## config.mk

```make
export PLATFORM = sky130hd
export DESIGN_NAME = lsu_mem_port
export DESIGN_NICKNAME = d
export VERILOG_FILES = /design/src/rtl/lsu_mem_port_pkg.sv /design/src/rtl/lsu_mem_port_lane_align.sv /design/src/rtl/lsu_mem_port.sv
export SDC_FILE = /design/constraint.sdc
export NUM_CORES = 1
export LEC_CHECK = 0
export ABC_AREA = 1
export ABC_CLOCK_PERIOD_IN_PS = 3800
export CAP_MARGIN = 25
export CELL_PAD_IN_SITES_DETAIL_PLACEMENT = 0
export CELL_PAD_IN_SITES_GLOBAL_PLACEMENT = 2
export CORE_ASPECT_RATIO = 1.4
export CORE_UTILIZATION = 25
export DETAILED_ROUTE_END_ITERATION = 12
export GPL_TIMING_DRIVEN = 0
export PLACE_DENSITY = 0.94
export REMOVE_ABC_BUFFERS = 1
export SLEW_MARGIN = 20
export SYNTH_ARGS = -nofsm -noshare
export SYNTH_HDL_FRONTEND = slang
export SYNTH_SLANG_ARGS = --single-unit
```

## constraint.sdc

```tcl
create_clock -name clk -period 3.8 [get_ports clk]
set_input_delay 0.76 -clock clk [delete_from_list [all_inputs] [get_ports clk]]
set_output_delay 0.76 -clock clk [all_outputs]
set_load 0.1 [all_outputs]
```

## src/rtl/lsu_mem_port_pkg.sv

```systemverilog
// lsu_mem_port_pkg: shared types and helpers for the load/store unit
package lsu_mem_port_pkg;
    localparam int DATA_WIDTH = 32;

    typedef enum logic [1:0] {
        IDLE     = 2'd0,
        BUS_REQ  = 2'd1,
        BUS_RESP = 2'd2,
        DONE     = 2'd3
    } lsu_state_t;

    typedef enum logic [1:0] {
        MEM_BYTE = 2'b00,
        MEM_HALF = 2'b01,
        MEM_WORD = 2'b10
    } mem_size_t;

    // Size code 11 falls through to the word rule.
    function automatic logic misaligned(input mem_size_t s, input logic [1:0] a);
        return (s == MEM_BYTE) ? 1'b0 : (s == MEM_HALF) ? a[0] : (a != 2'b00);
    endfunction
endpackage

```

## src/rtl/lsu_mem_port_lane_align.sv

```systemverilog
// lsu_mem_port_lane_align: store strobe/data replication and load lane extract/extend
module lsu_mem_port_lane_align
    import lsu_mem_port_pkg::*;
(
    input  mem_size_t             i_size,
    input  logic [1:0]            i_addr_lo,
    input  logic                  i_sign,
    input  logic [DATA_WIDTH-1:0] i_wdata,
    input  logic [DATA_WIDTH-1:0] i_rdata,
    output logic [3:0]            o_wstrb,
    output logic [DATA_WIDTH-1:0] o_wdata,
    output logic [DATA_WIDTH-1:0] o_rdata
);
    logic [DATA_WIDTH-1:0] w_shift;
    logic [7:0]            w_byte;
    logic [15:0]           w_half;
    logic                  w_is_byte;
    logic                  w_is_half;

    assign w_is_byte = i_size == MEM_BYTE;
    assign w_is_half = i_size == MEM_HALF;
    assign w_shift   = i_rdata >> {i_addr_lo, 3'b000};
    assign w_byte    = w_shift[7:0];
    assign w_half    = i_addr_lo[1] ? i_rdata[31:16] : i_rdata[15:0];

    assign o_wstrb = w_is_byte ? (4'b0001 << i_addr_lo)
                   : w_is_half ? (i_addr_lo[1] ? 4'b1100 : 4'b0011)
                   : 4'b1111;
    assign o_wdata = w_is_byte ? {4{i_wdata[7:0]}}
                   : w_is_half ? {2{i_wdata[15:0]}}
                   : i_wdata;
    assign o_rdata = w_is_byte ? {{24{i_sign & w_byte[7]}}, w_byte}
                   : w_is_half ? {{16{i_sign & w_half[15]}}, w_half}
                   : i_rdata;
endmodule

```

## src/rtl/lsu_mem_port.sv

```systemverilog
// lsu_mem_port: multi-cycle load/store unit bridging the MEMORY stage to a valid/ready data bus
module lsu_mem_port
    import lsu_mem_port_pkg::*;
#(
    parameter int TIMEOUT_CYCLES = 255
) (
    input  logic                  clk,
    input  logic                  rst,
    input  logic                  req_valid,
    input  logic                  req_we,
    input  logic [1:0]            req_size,
    input  logic                  req_sign,
    input  logic [DATA_WIDTH-1:0] req_addr,
    input  logic [DATA_WIDTH-1:0] req_wdata,
    output logic                  req_ready,
    output logic                  done,
    output logic                  err,
    output logic [DATA_WIDTH-1:0] rdata,
    output logic                  bus_valid,
    input  logic                  bus_ready,
    output logic                  bus_we,
    output logic [DATA_WIDTH-1:0] bus_addr,
    output logic [3:0]            bus_wstrb,
    output logic [DATA_WIDTH-1:0] bus_wdata,
    input  logic                  bus_rvalid,
    input  logic [DATA_WIDTH-1:0] bus_rdata
);
    lsu_state_t            r_state, w_next;
    logic [7:0]            r_cnt;
    logic                  r_we, r_sign, r_err;
    mem_size_t             r_size, w_size;
    logic [1:0]            r_addr_lo, w_addr_lo;
    logic [DATA_WIDTH-1:0] r_rdata, r_bus_addr, r_bus_wdata, w_st_data, w_ld_data;
    logic [3:0]            r_bus_wstrb, w_st_strb;
    logic                  w_err, w_misal, w_timeout;

    // In IDLE the aligner sees the live request (store lanes get registered on
    // accept); afterwards it sees the latched request for load extraction.
    assign w_size    = (r_state == IDLE) ? mem_size_t'(req_size) : r_size;
    assign w_addr_lo = (r_state == IDLE) ? req_addr[1:0] : r_addr_lo;
    assign w_misal   = misaligned(mem_size_t'(req_size), req_addr[1:0]);
    assign w_timeout = r_cnt == 8'(TIMEOUT_CYCLES - 1);

    lsu_mem_port_lane_align u_align (
        .i_size    (w_size),
        .i_addr_lo (w_addr_lo),
        .i_sign    (r_sign),
        .i_wdata   (req_wdata),
        .i_rdata   (bus_rdata),
        .o_wstrb   (w_st_strb),
        .o_wdata   (w_st_data),
        .o_rdata   (w_ld_data)
    );

    assign req_ready = r_state == IDLE;
    assign done      = r_state == DONE;
    assign bus_valid = r_state == BUS_REQ;
    assign err       = r_err;
    assign rdata     = r_rdata;
    assign bus_we    = r_we;
    assign bus_addr  = r_bus_addr;
    assign bus_wstrb = r_bus_wstrb;
    assign bus_wdata = r_bus_wdata;

    // Next state and the error flag that accompanies entry to DONE; a handshake wins over a same-cycle timeout.
    always_comb begin
        w_next = r_state;
        w_err  = 1'b0;
        case (r_state)
            IDLE: begin
                w_next = req_valid ? (w_misal ? DONE : BUS_REQ) : IDLE;
                w_err  = req_valid & w_misal;
            end
            BUS_REQ: begin
                w_next = bus_ready ? (r_we ? DONE : BUS_RESP) : (w_timeout ? DONE : BUS_REQ);
                w_err  = ~bus_ready & w_timeout;
            end
            BUS_RESP: begin
                w_next = (bus_rvalid | w_timeout) ? DONE : BUS_RESP;
                w_err  = ~bus_rvalid & w_timeout;
            end
            default: w_next = IDLE;
        endcase
    end

    // State, wait counter (cleared whenever a wait state is entered), request latches and load result.
    always_ff @(posedge clk) begin
        if (rst) begin
            r_state     <= IDLE;
            r_cnt       <= 8'd0;
            r_err       <= 1'b0;
            r_we        <= 1'b0;
            r_sign      <= 1'b0;
            r_size      <= MEM_BYTE;
            r_addr_lo   <= 2'b00;
            r_rdata     <= '0;
            r_bus_addr  <= '0;
            r_bus_wstrb <= 4'b0000;
            r_bus_wdata <= '0;
        end else begin
            r_state <= w_next;
            r_err   <= w_err;
            r_cnt   <= (w_next == r_state && (r_state == BUS_REQ || r_state == BUS_RESP)) ? r_cnt + 8'd1 : 8'd0;
            if (r_state == IDLE && req_valid) begin
                r_we        <= req_we;
                r_sign      <= req_sign;
                r_size      <= mem_size_t'(req_size);
                r_addr_lo   <= req_addr[1:0];
                r_bus_addr  <= {req_addr[DATA_WIDTH-1:2], 2'b00};
                r_bus_wstrb <= w_st_strb;
                r_bus_wdata <= w_st_data;
            end
            if (r_state == BUS_RESP && bus_rvalid) r_rdata <= w_ld_data;
        end
    end
endmodule

```

==> metrics.cfg, run 1 <==
[floorplanning]
io_pins = 210
die_h_um = 181
die_w_um = 130
num_rows = 65
start_util_pct = 25.5
dieArea_um2 = 23600
core_area_um2 = 22500

[critical_path]
reg2reg_from = r_state[0]
cpMaxStageDelayCell = clkdlybuf4s50_1
cp-startpoint = r_state[0]
worstSetupPathDepth = 3
cpPeakStageDelay_ns = 1.26
endpoint_kind = output port
worstPathCellList = inv_1, ha_1, clkdlybuf4s50_1
required_ns = 3.04
worst-path-buf-inv = 2
worstPathMaxFanout = 14
path_class = reg -> out
cp.arrival_ns = 2.71
r2r_end = rdata[4]
crit_family = buffers and inverters
startpoint_type = flip-flop
r2r_cells = 10
cp-endpoint = req_ready
regToRegSetupSlack_ns = 0.66

[timing]
finalCritPeriodShare_pct = 91.4
drv_slew = 0
max_slew_margin_pct = 28.7
worstMarginPinSlew_ns = 1.07
setup_viol = 0
setup_slack_ns = 0.329
finClkSkew_ns = 0.00588
fmax_mhz = 288
rsz0062_at_grt = no
finalSetupTns_ns = 0
hold_violations = 0
timing.final.crit_period_ns = 3.47

[global_routing]
grt_first_pass_wirelength_um = 31100
grt_overflow_total = 0
grt_pass1_vias = 5866
grt_max_degree = 64
grt_antenna_before_repair = 0
grt_usage_pct = 17.2

[cts]
cts-hold-fix-buffers = 0
cts.sinks = 115
htree_levels = 4
clk_latency_ns = 0.42
clockBufferDepth = 2
cts_tree = yes
root_buffer = clkbuf_16
cts-buffers-inserted = 17
cts_setup_buffers = 0
post_cts_resize_count = 0
clkTransAtPathRegs_ns = 0.06

[logic_synthesis]
ys_ff_latch = 115
yosys-top-cells-count = nand2_1, nor2_1, dfxtp_1, inv_1, nand3_1
synth_mux_area_share_pct = 0
synth_most_common_cell = nand2_1
yosys.area_share.simple_pct = 35.9
netlist_area_um2 = 5750
yosys_warnings = 0
synth_top_family_by_area = simple AND/OR/NAND/NOR gates
synth-main-ff-cell = dfxtp_1
synth_top_area_share_pct = 40.1
synth_cell_types = 27
yosysSeqAreaShare_pct = 40.1
synth_compound_area_share_pct = 11.2
async_flop_share_pct = 0
synth_area_leaders = dfxtp_1, nand2_1, nor2_1, nand3_1, inv_1
yosysTopAreaCell = dfxtp_1
synth-xor-area-share_pct = 0.914
synth_edf_count = 0
netlist_instances = 893
synth_adder_area_share_pct = 1.52
syn-mean-instance-area_um2 = 6.44

[final_layout]
synthToLayoutAreaGrowth_pct = 51.1
diodes = 0
nNetsFinal = 1188
layout-drive-gt1-share_pct = 6.06

[route]
wl_per_cell_um = 14.1
vias = 5982
route.antenna.remaining_nets = 0
first_pass_iters = 5
wl_um = 19500
vias_per_cell = 4.30
drtIter0Drc = 258
drc_errors = 0

[power]
irDropWorstVdd_v = 0.000282
p_leak_nw = 3.90
power.density_nw_per_um2 = 614

[placed_design]
place.gp.congestion = 0.774
pre_cts_ws_ns = 0.392
numPortBuffers = 207
dpl.hpwl_um = 13500

[hold_path]
hp-class = reg -> reg

[job]
cap_violations = 0

[run_status]
status = finished, final reports clean

## cell type report
type	count	area [µm²]
multi-input combinational	636	2870
sequential	115	2300
timing repair buffer	213	2220
clock inverter	15	146
fill	2455	13800
tap	301	377
clock buffer	17	425
inverter	93	352
## cells by family (layout without fill, tap and decap cells)
kind of cell / after synthesis / count (layout)
buf+inv: 143 / 338
compound gates: 117 / 117
other cells: 1 / 2
fa+ha+maj: 7 / 7
simple gates: 504 / 504
flops: 115 / 115
xor+xnor: 6 / 6
## per-layer routing
metal	vias to the layer above	GRT usage, %	share of wire [%]
met1	2632	19.0	41
li1	3150	-	-
met3	21	4.63	6.4
met4	0	6.28	1.8
met5	-	0	0
met2	179	30.7	51
## metrics by stage
stage                     utilization (%)  power (mW)  cell area [µm²]  std cells  hold WS [ns]
after floorplan                         -        3.10             5510        844         0.430
after global placement               35.3        3.74             7960       1352         0.447
after detailed placement             35.9        3.77             8090       1357         0.461
after CTS                            38.4        5.40             8660       1389         0.471
after global routing                 38.6        5.60             8690       1390         0.492
final                                38.6        5.33             8690       1390         0.467
## report_power, final
group / internal (mW) / total, mW / switching (mW)
Clock: 0.919 / 1.60 / 0.683
Sequential: 1.35 / 1.42 / 0.0736
Combinational: 0.597 / 2.30 / 1.71
## cells in the final DEF, fill, tap and decap left out, types with 3 or more instances in the layout
master           Yosys  final
a21oi_1             35     35
a22o_1               8      8
buf_16               0      4
clkbuf_16            0     17
clkdlybuf4s50_1      0    206
clkinvlp_4           0      3
dfxtp_1            115    115
ha_1                 7      7
inv_1               84     82
inv_2                9     10
inv_6                0      6
nand2_1            250    249
nand2_2              4      5
nand3_1             72     72
nand3_2              3      3
nor2_1             168    168
nor2_4               3      3
o211ai_1             8      8
o21ai_0             60     60
o21ai_1              4      4
xor2_1               4      4
## worst min-delay path by stage
| stage | from | to | slack, ns | depth (start not counted) |
|---|---|---|---|---|
| 2_1_floorplan | r_cnt[0] | r_cnt[0] | 0.43 | 1 |
| 3_3_place_gp | r_cnt[0] | r_cnt[0] | 0.45 | 1 |
| 3_5_place_dp | r_cnt[0] | r_cnt[0] | 0.46 | 1 |
| 4_1_cts | r_size[1] | r_size[1] | 0.47 | 2 |
| 5_1_grt | rdata[3] | rdata[3] | 0.49 | 2 |
| 6_report | r_size[1] | r_size[1] | 0.47 | 2 |
## state kept, by name (all words and copies together) (netlist names), 2 cells and up
register,cells
bus_addr,30
r_addr_lo,2
rdata,32
r_size,2
r_state,2
bus_wdata,32
bus_wstrb,4
r_cnt,8
## worst reg2reg max path, cell delays in order, from the launching register on
cell and delay [ns]:
dfxtp_1 0.38, inv_1 0.11, ha_1 0.43, nand2_1 0.24
o21ai_4 0.19, buf_16 0.26, nor2_4 0.53, inv_2 0.44
nand3_1 0.23, nand3_1 0.13, a21oi_1 0.15
No activity file was read; power rests on OpenSTA's default activity.
==> inputs of run 2 (changes only) <==
- MAX_ROUTING_LAYER: default -> met4
==> run 2 against run 1 <==
Die area unchanged; sequential cell count did not move; clock power hardly changed; design area stayed put; sequential power is essentially flat; power is essentially flat; fmax is 0.15% lower; clock skew hardly changed; critical path type unchanged.
==> metrics.cfg, run 2 (same netlist as run 1, synthesis figures left out) <==
[placed_design]
dpl.hpwl_um = 13500  ; unchanged
numPortBuffers = 207  ; unchanged
pre_cts_ws_ns = 0.392  ; unchanged
place.gp.congestion = 0.784  ; +1.3%

[floorplanning]
start_util_pct = 25.5  ; unchanged
core_area_um2 = 22500  ; unchanged
dieArea_um2 = 23600  ; unchanged
die_w_um = 130  ; unchanged
die_h_um = 181  ; unchanged
num_rows = 65  ; unchanged
io_pins = 210  ; unchanged

[critical_path]
worst-path-buf-inv = 2  ; unchanged
startpoint_type = flip-flop
cpMaxStageDelayCell = clkdlybuf4s50_1
required_ns = 3.04  ; about the same
worstPathMaxFanout = 14  ; unchanged
cpPeakStageDelay_ns = 1.26  ; about the same
crit_family = buffers and inverters
worstPathCellList = inv_1, ha_1, clkdlybuf4s50_1
cp.arrival_ns = 2.72  ; about the same
path_class = reg -> out
endpoint_kind = output port

[final_layout]
layout_common_cells = nand2_1, clkdlybuf4s50_1, nor2_1
final_common_cell = nand2_1
fillers = 2455  ; unchanged
synthToLayoutAreaGrowth_pct = 51.1  ; unchanged
nNetsFinal = 1188  ; unchanged
layout-drive-gt1-share_pct = 6.06  ; unchanged
final-seq-area_um2 = 2300  ; unchanged
multiInputGateArea_um2 = 2870  ; unchanged
diodes = 0  ; unchanged

[timing]
finalSetupTns_ns = 0  ; unchanged
setup_slack_ns = 0.324  ; -0.00510 ns
hold_violations = 0  ; unchanged
fin_hold_ws_ns = 0.467  ; -0.0000890 ns
timing.final.crit_period_ns = 3.48  ; +0.00510 ns
max_slew_margin_pct = 28.6  ; -0.12 points
drv_slew = 0  ; unchanged
finClkSkew_ns = 0.00549  ; -0.000392 ns
fmax_mhz = 288  ; -0.15%
worstMarginPinSlew_ns = 1.07  ; +0.00174 ns
setup_viol = 0  ; unchanged
finalCritPeriodShare_pct = 91.5  ; +0.13 points
rsz0062_at_grt = no

[cts]
clockBufferDepth = 2  ; unchanged
cts-buffers-inserted = 17  ; unchanged
cts.sinks = 115  ; unchanged
clk_latency_ns = 0.42  ; about the same
htree_levels = 4  ; unchanged
cts_tree = yes
cts-hold-fix-buffers = 0  ; unchanged
clkTransAtPathRegs_ns = 0.06  ; about the same
root_buffer = clkbuf_16
cts_setup_buffers = 0  ; unchanged
post_cts_resize_count = 0  ; unchanged

[route]
first_pass_iters = 5  ; unchanged
vias = 5971  ; -0.18%
route.antenna.remaining_nets = 0  ; unchanged
drc_errors = 0  ; unchanged
vias_per_cell = 4.30  ; -0.18%
wl_um = 19500  ; -0.11%
drtIter0Drc = 249  ; -3.5%
wl_per_cell_um = 14.0  ; -0.11%

[power]
power.density_nw_per_um2 = 614  ; about the same
fin_total_pwr_mw = 5.33  ; about the same
p_leak_nw = 3.90  ; unchanged
irDropWorstVdd_v = 0.000282  ; -0.14%

[job]
cap_violations = 0  ; unchanged

[global_routing]
grt_pass1_vias = 5879  ; +0.22%
grt_usage_pct = 17.6  ; +0.49 points
grt_first_pass_wirelength_um = 31000  ; -0.20%
grt_max_degree = 64  ; unchanged
grt_antenna_before_repair = 0  ; unchanged
grt_overflow_total = 0  ; unchanged

[run_status]
status = finished, final reports clean

[hold_path]
hp-class = reg -> reg

run 2: cell counts in the layout (fill, tap and decap cells not counted):
No cell type changed its count.
run 2: final cells by class:
cell class	instances	area share (%)
Sequential cell	115	26.5
Clock buffer	17	4.90
Multi-Input combinational cell	636	33.0
Clock inverter	15	1.69
Tap cell	301	4.34
Timing Repair Buffer	213	25.5
Inverter	93	4.05
run 2: worst min-delay path, delay by kind of cell, from the launching register on:
| family | cells | cell delay (ns) |
|---|---|---|
| AO/OA/AOI/OAI | 1 | 0.05 |
| AND/OR/NAND/NOR | 1 | 0.06 |
| flip-flops | 1 | 0.31 |
run 2: path summary, 6_finish.rpt:
kind,from,endpoint,slack (ns),cells past startpoint
setup / recovery,r_state[0],req_ready,0.32,3
hold / removal,r_size[1],r_size[1],0.47,2
setup reg to reg,r_state[0],rdata[4],0.63,10
hold reg to reg,r_size[1],r_size[1],0.47,2
run 2: routing by layer:
metal  global-route usage, %  part of all wire (%)
met1                    19.5                    42
met2                    30.8                    51
met3                    3.71                   5.2
met4                    6.28                   1.9
met5                       -                     0
run 2: metrics by stage:
step	std cells	instance area [µm²]	util (%)
after floorplan	844	5510	-
after global placement	1352	7960	35.3
after detailed placement	1357	8090	35.9
after CTS	1389	8660	38.4
after global routing	1390	8690	38.6
final	1390	8690	38.6
run 2: where the power goes:
part | total, mW | switching, mW | internal, mW | leakage [nW]
registers | 1.42 | 0.0734 | 1.35 | 0.945
clock network | 1.60 | 0.684 | 0.919 | 0.275
logic | 2.31 | 1.71 | 0.597 | 2.68
==> inputs of run 3 (changes only) <==
- CAP_MARGIN: 25 -> default
==> run 3 against run 2 <==
Largest cell class unchanged; combinational power about the same; core utilization shrank 0.12 points; global-route usage did not move; die area unchanged.
==> metrics.cfg, run 3 (same netlist as run 1, synthesis figures left out) <==
[placed_design]
dpl.hpwl_um = 13500  ; unchanged
place.gp.congestion = 0.784  ; unchanged
numPortBuffers = 207  ; unchanged

[final_layout]
diodes = 0  ; unchanged
fin_util_pct = 38.4  ; -0.12 points
layout-drive-gt1-share_pct = 5.97  ; -0.086 points
nNetsFinal = 1187  ; -0.084%
synthToLayoutAreaGrowth_pct = 50.6
final_common_cell = nand2_1
layout_common_cells = nand2_1, clkdlybuf4s50_1, nor2_1

[cts]
clk_latency_ns = 0.42  ; about the same
cts.sinks = 115  ; unchanged
htree_levels = 4  ; unchanged
root_buffer = clkbuf_16
cts-buffers-inserted = 17  ; unchanged
clockBufferDepth = 2  ; unchanged
clkTransAtPathRegs_ns = 0.06  ; about the same
cts-hold-fix-buffers = 0  ; unchanged
post_cts_resize_count = 0  ; unchanged
cts_setup_buffers = 0  ; unchanged
cts_tree = yes

[critical_path]
startpoint_type = flip-flop
cp-startpoint = r_state[0]
cpMaxStageDelayCell = clkdlybuf4s50_1
cpPeakStageDelay_ns = 1.26  ; about the same
reg2reg_from = r_state[0]
worstPathCellList = inv_1, ha_1, clkdlybuf4s50_1
required_ns = 3.04  ; about the same
worstPathMaxFanout = 14  ; unchanged
endpoint_kind = output port
path_class = reg -> out
worst-path-buf-inv = 2  ; unchanged
crit_family = buffers and inverters
cp.arrival_ns = 2.72  ; about the same

[floorplanning]
start_util_pct = 25.5  ; unchanged
num_rows = 65  ; unchanged
io_pins = 210  ; unchanged
die_h_um = 181  ; unchanged
dieArea_um2 = 23600  ; unchanged
core_area_um2 = 22500  ; unchanged
die_w_um = 130  ; unchanged

[global_routing]
grt_antenna_before_repair = 0  ; unchanged
met1_usage_pct = 19.5  ; unchanged
grt_max_degree = 64  ; unchanged
grt_overflow_total = 0  ; unchanged
grtUsageMet2_pct = 30.8  ; unchanged
grt_use_met3_pct = 3.71  ; unchanged
grt_usage_pct = 17.6  ; unchanged
grt_pass1_vias = 5879  ; unchanged
busiest_layer = met2
grt_first_pass_wirelength_um = 31000  ; unchanged

[timing]
finalCritPeriodShare_pct = 91.5  ; about the same
rsz0062_at_grt = no
timing.final.crit_period_ns = 3.48  ; +0.00219 ns
fmax_mhz = 287  ; about the same
drv_slew = 0  ; unchanged
max_slew_margin_pct = 28.6  ; about the same
setup_viol = 0  ; unchanged
worstMarginPinSlew_ns = 1.07  ; +0.0000744 ns
finalSetupTns_ns = 0  ; unchanged
hold_violations = 0  ; unchanged
finClkSkew_ns = 0.00558  ; +0.0000909 ns

[power]
clkPwrFrac_pct = 30.1  ; about the same
p_leak_nw = 3.89  ; -0.32%
fin_total_pwr_mw = 5.33  ; about the same
combPwrFrac_pct = 43.2  ; about the same
intPower_mw = 2.86  ; about the same
power_frac_seq_pct = 26.7  ; about the same
power.density_nw_per_um2 = 615  ; +0.24%
irDropWorstVdd_v = 0.000283  ; +0.43%
sw_frac_of_total_pct = 46.2  ; about the same
p_switching_mw = 2.46  ; about the same

[route]
route.antenna.remaining_nets = 0  ; unchanged
drtIter0Drc = 269  ; +8.0%
wl_um = 19600  ; +0.21%
vias = 5978  ; +0.12%
drc_errors = 0  ; unchanged
wl_per_cell_um = 14.1  ; +0.28%
vias_per_cell = 4.30  ; +0.19%
first_pass_iters = 4  ; -1

[hold_path]
min_from = r_size[1]
hp-class = reg -> reg

[run_status]
status = finished, final reports clean

[job]
cap_violations = 0  ; unchanged

-- run 3: cell types whose count changed in the layout (fill, tap and decap cells not counted), sizes merged --
cell and delta:
buf -1
-- run 3: worst paths after layout --
| kind | to | slack, ns | cells past startpoint |
|---|---|---|---|
| worst min register to register | r_size[1] | 0.47 | 2 |
| worst max register to register | rdata[4] | 0.65 | 10 |
| worst min-delay path | r_size[1] | 0.47 | 2 |
| worst max-delay path | req_ready | 0.32 | 3 |
-- run 3: through the flow --
| step | cells | setup WS [ns] | hold WS (ns) | area [µm²] |
|---|---|---|---|---|
| 2_1_floorplan | 844 | -0.586 | 0.430 | 5510 |
| 3_3_place_gp | 1352 | -1.76 | 0.447 | 7960 |
| 3_5_place_dp | 1357 | 0.392 | 0.461 | 8090 |
| 4_1_cts | 1389 | 0.296 | 0.471 | 8660 |
| 5_1_grt | 1389 | 0.210 | 0.492 | 8660 |
| 6_report | 1389 | 0.321 | 0.466 | 8660 |
-- run 3: per-layer routing --
layer	wire (µm)	vias to the layer above
met5	0	-
met4	348	0
met3	1040	20
met2	9980	177
met1	8200	2635
li1	-	3146
-- run 3: cell type report --
class	instances	area, µm²
sequential	115	2300
tap	301	377
clock buffer	17	425
multi-input combinational	636	2870
fill	2455	13900
clock inverter	15	146
timing repair buffer	212	2190
inverter	93	352
-- run 3: tightest hold or removal path, stage by stage (launching register included) --
cell and delay (ns):
dfxtp_1 0.31, nand2_1 0.06, a21oi_1 0.05
-- run 3: power groups by stage --
| stage | Combinational (mW) | Clock, mW | Sequential, mW |
|---|---|---|---|
| 6_report | 2.30 | 1.60 | 1.43 |
| 5_1_grt | 2.47 | 1.68 | 1.44 |
| 4_1_cts | 2.32 | 1.65 | 1.43 |
| 3_5_place_dp | 2.32 | 0 | 1.45 |
| 3_3_place_gp | 2.29 | 0 | 1.45 |
| 2_1_floorplan | 0.699 | 0 | 2.40 |
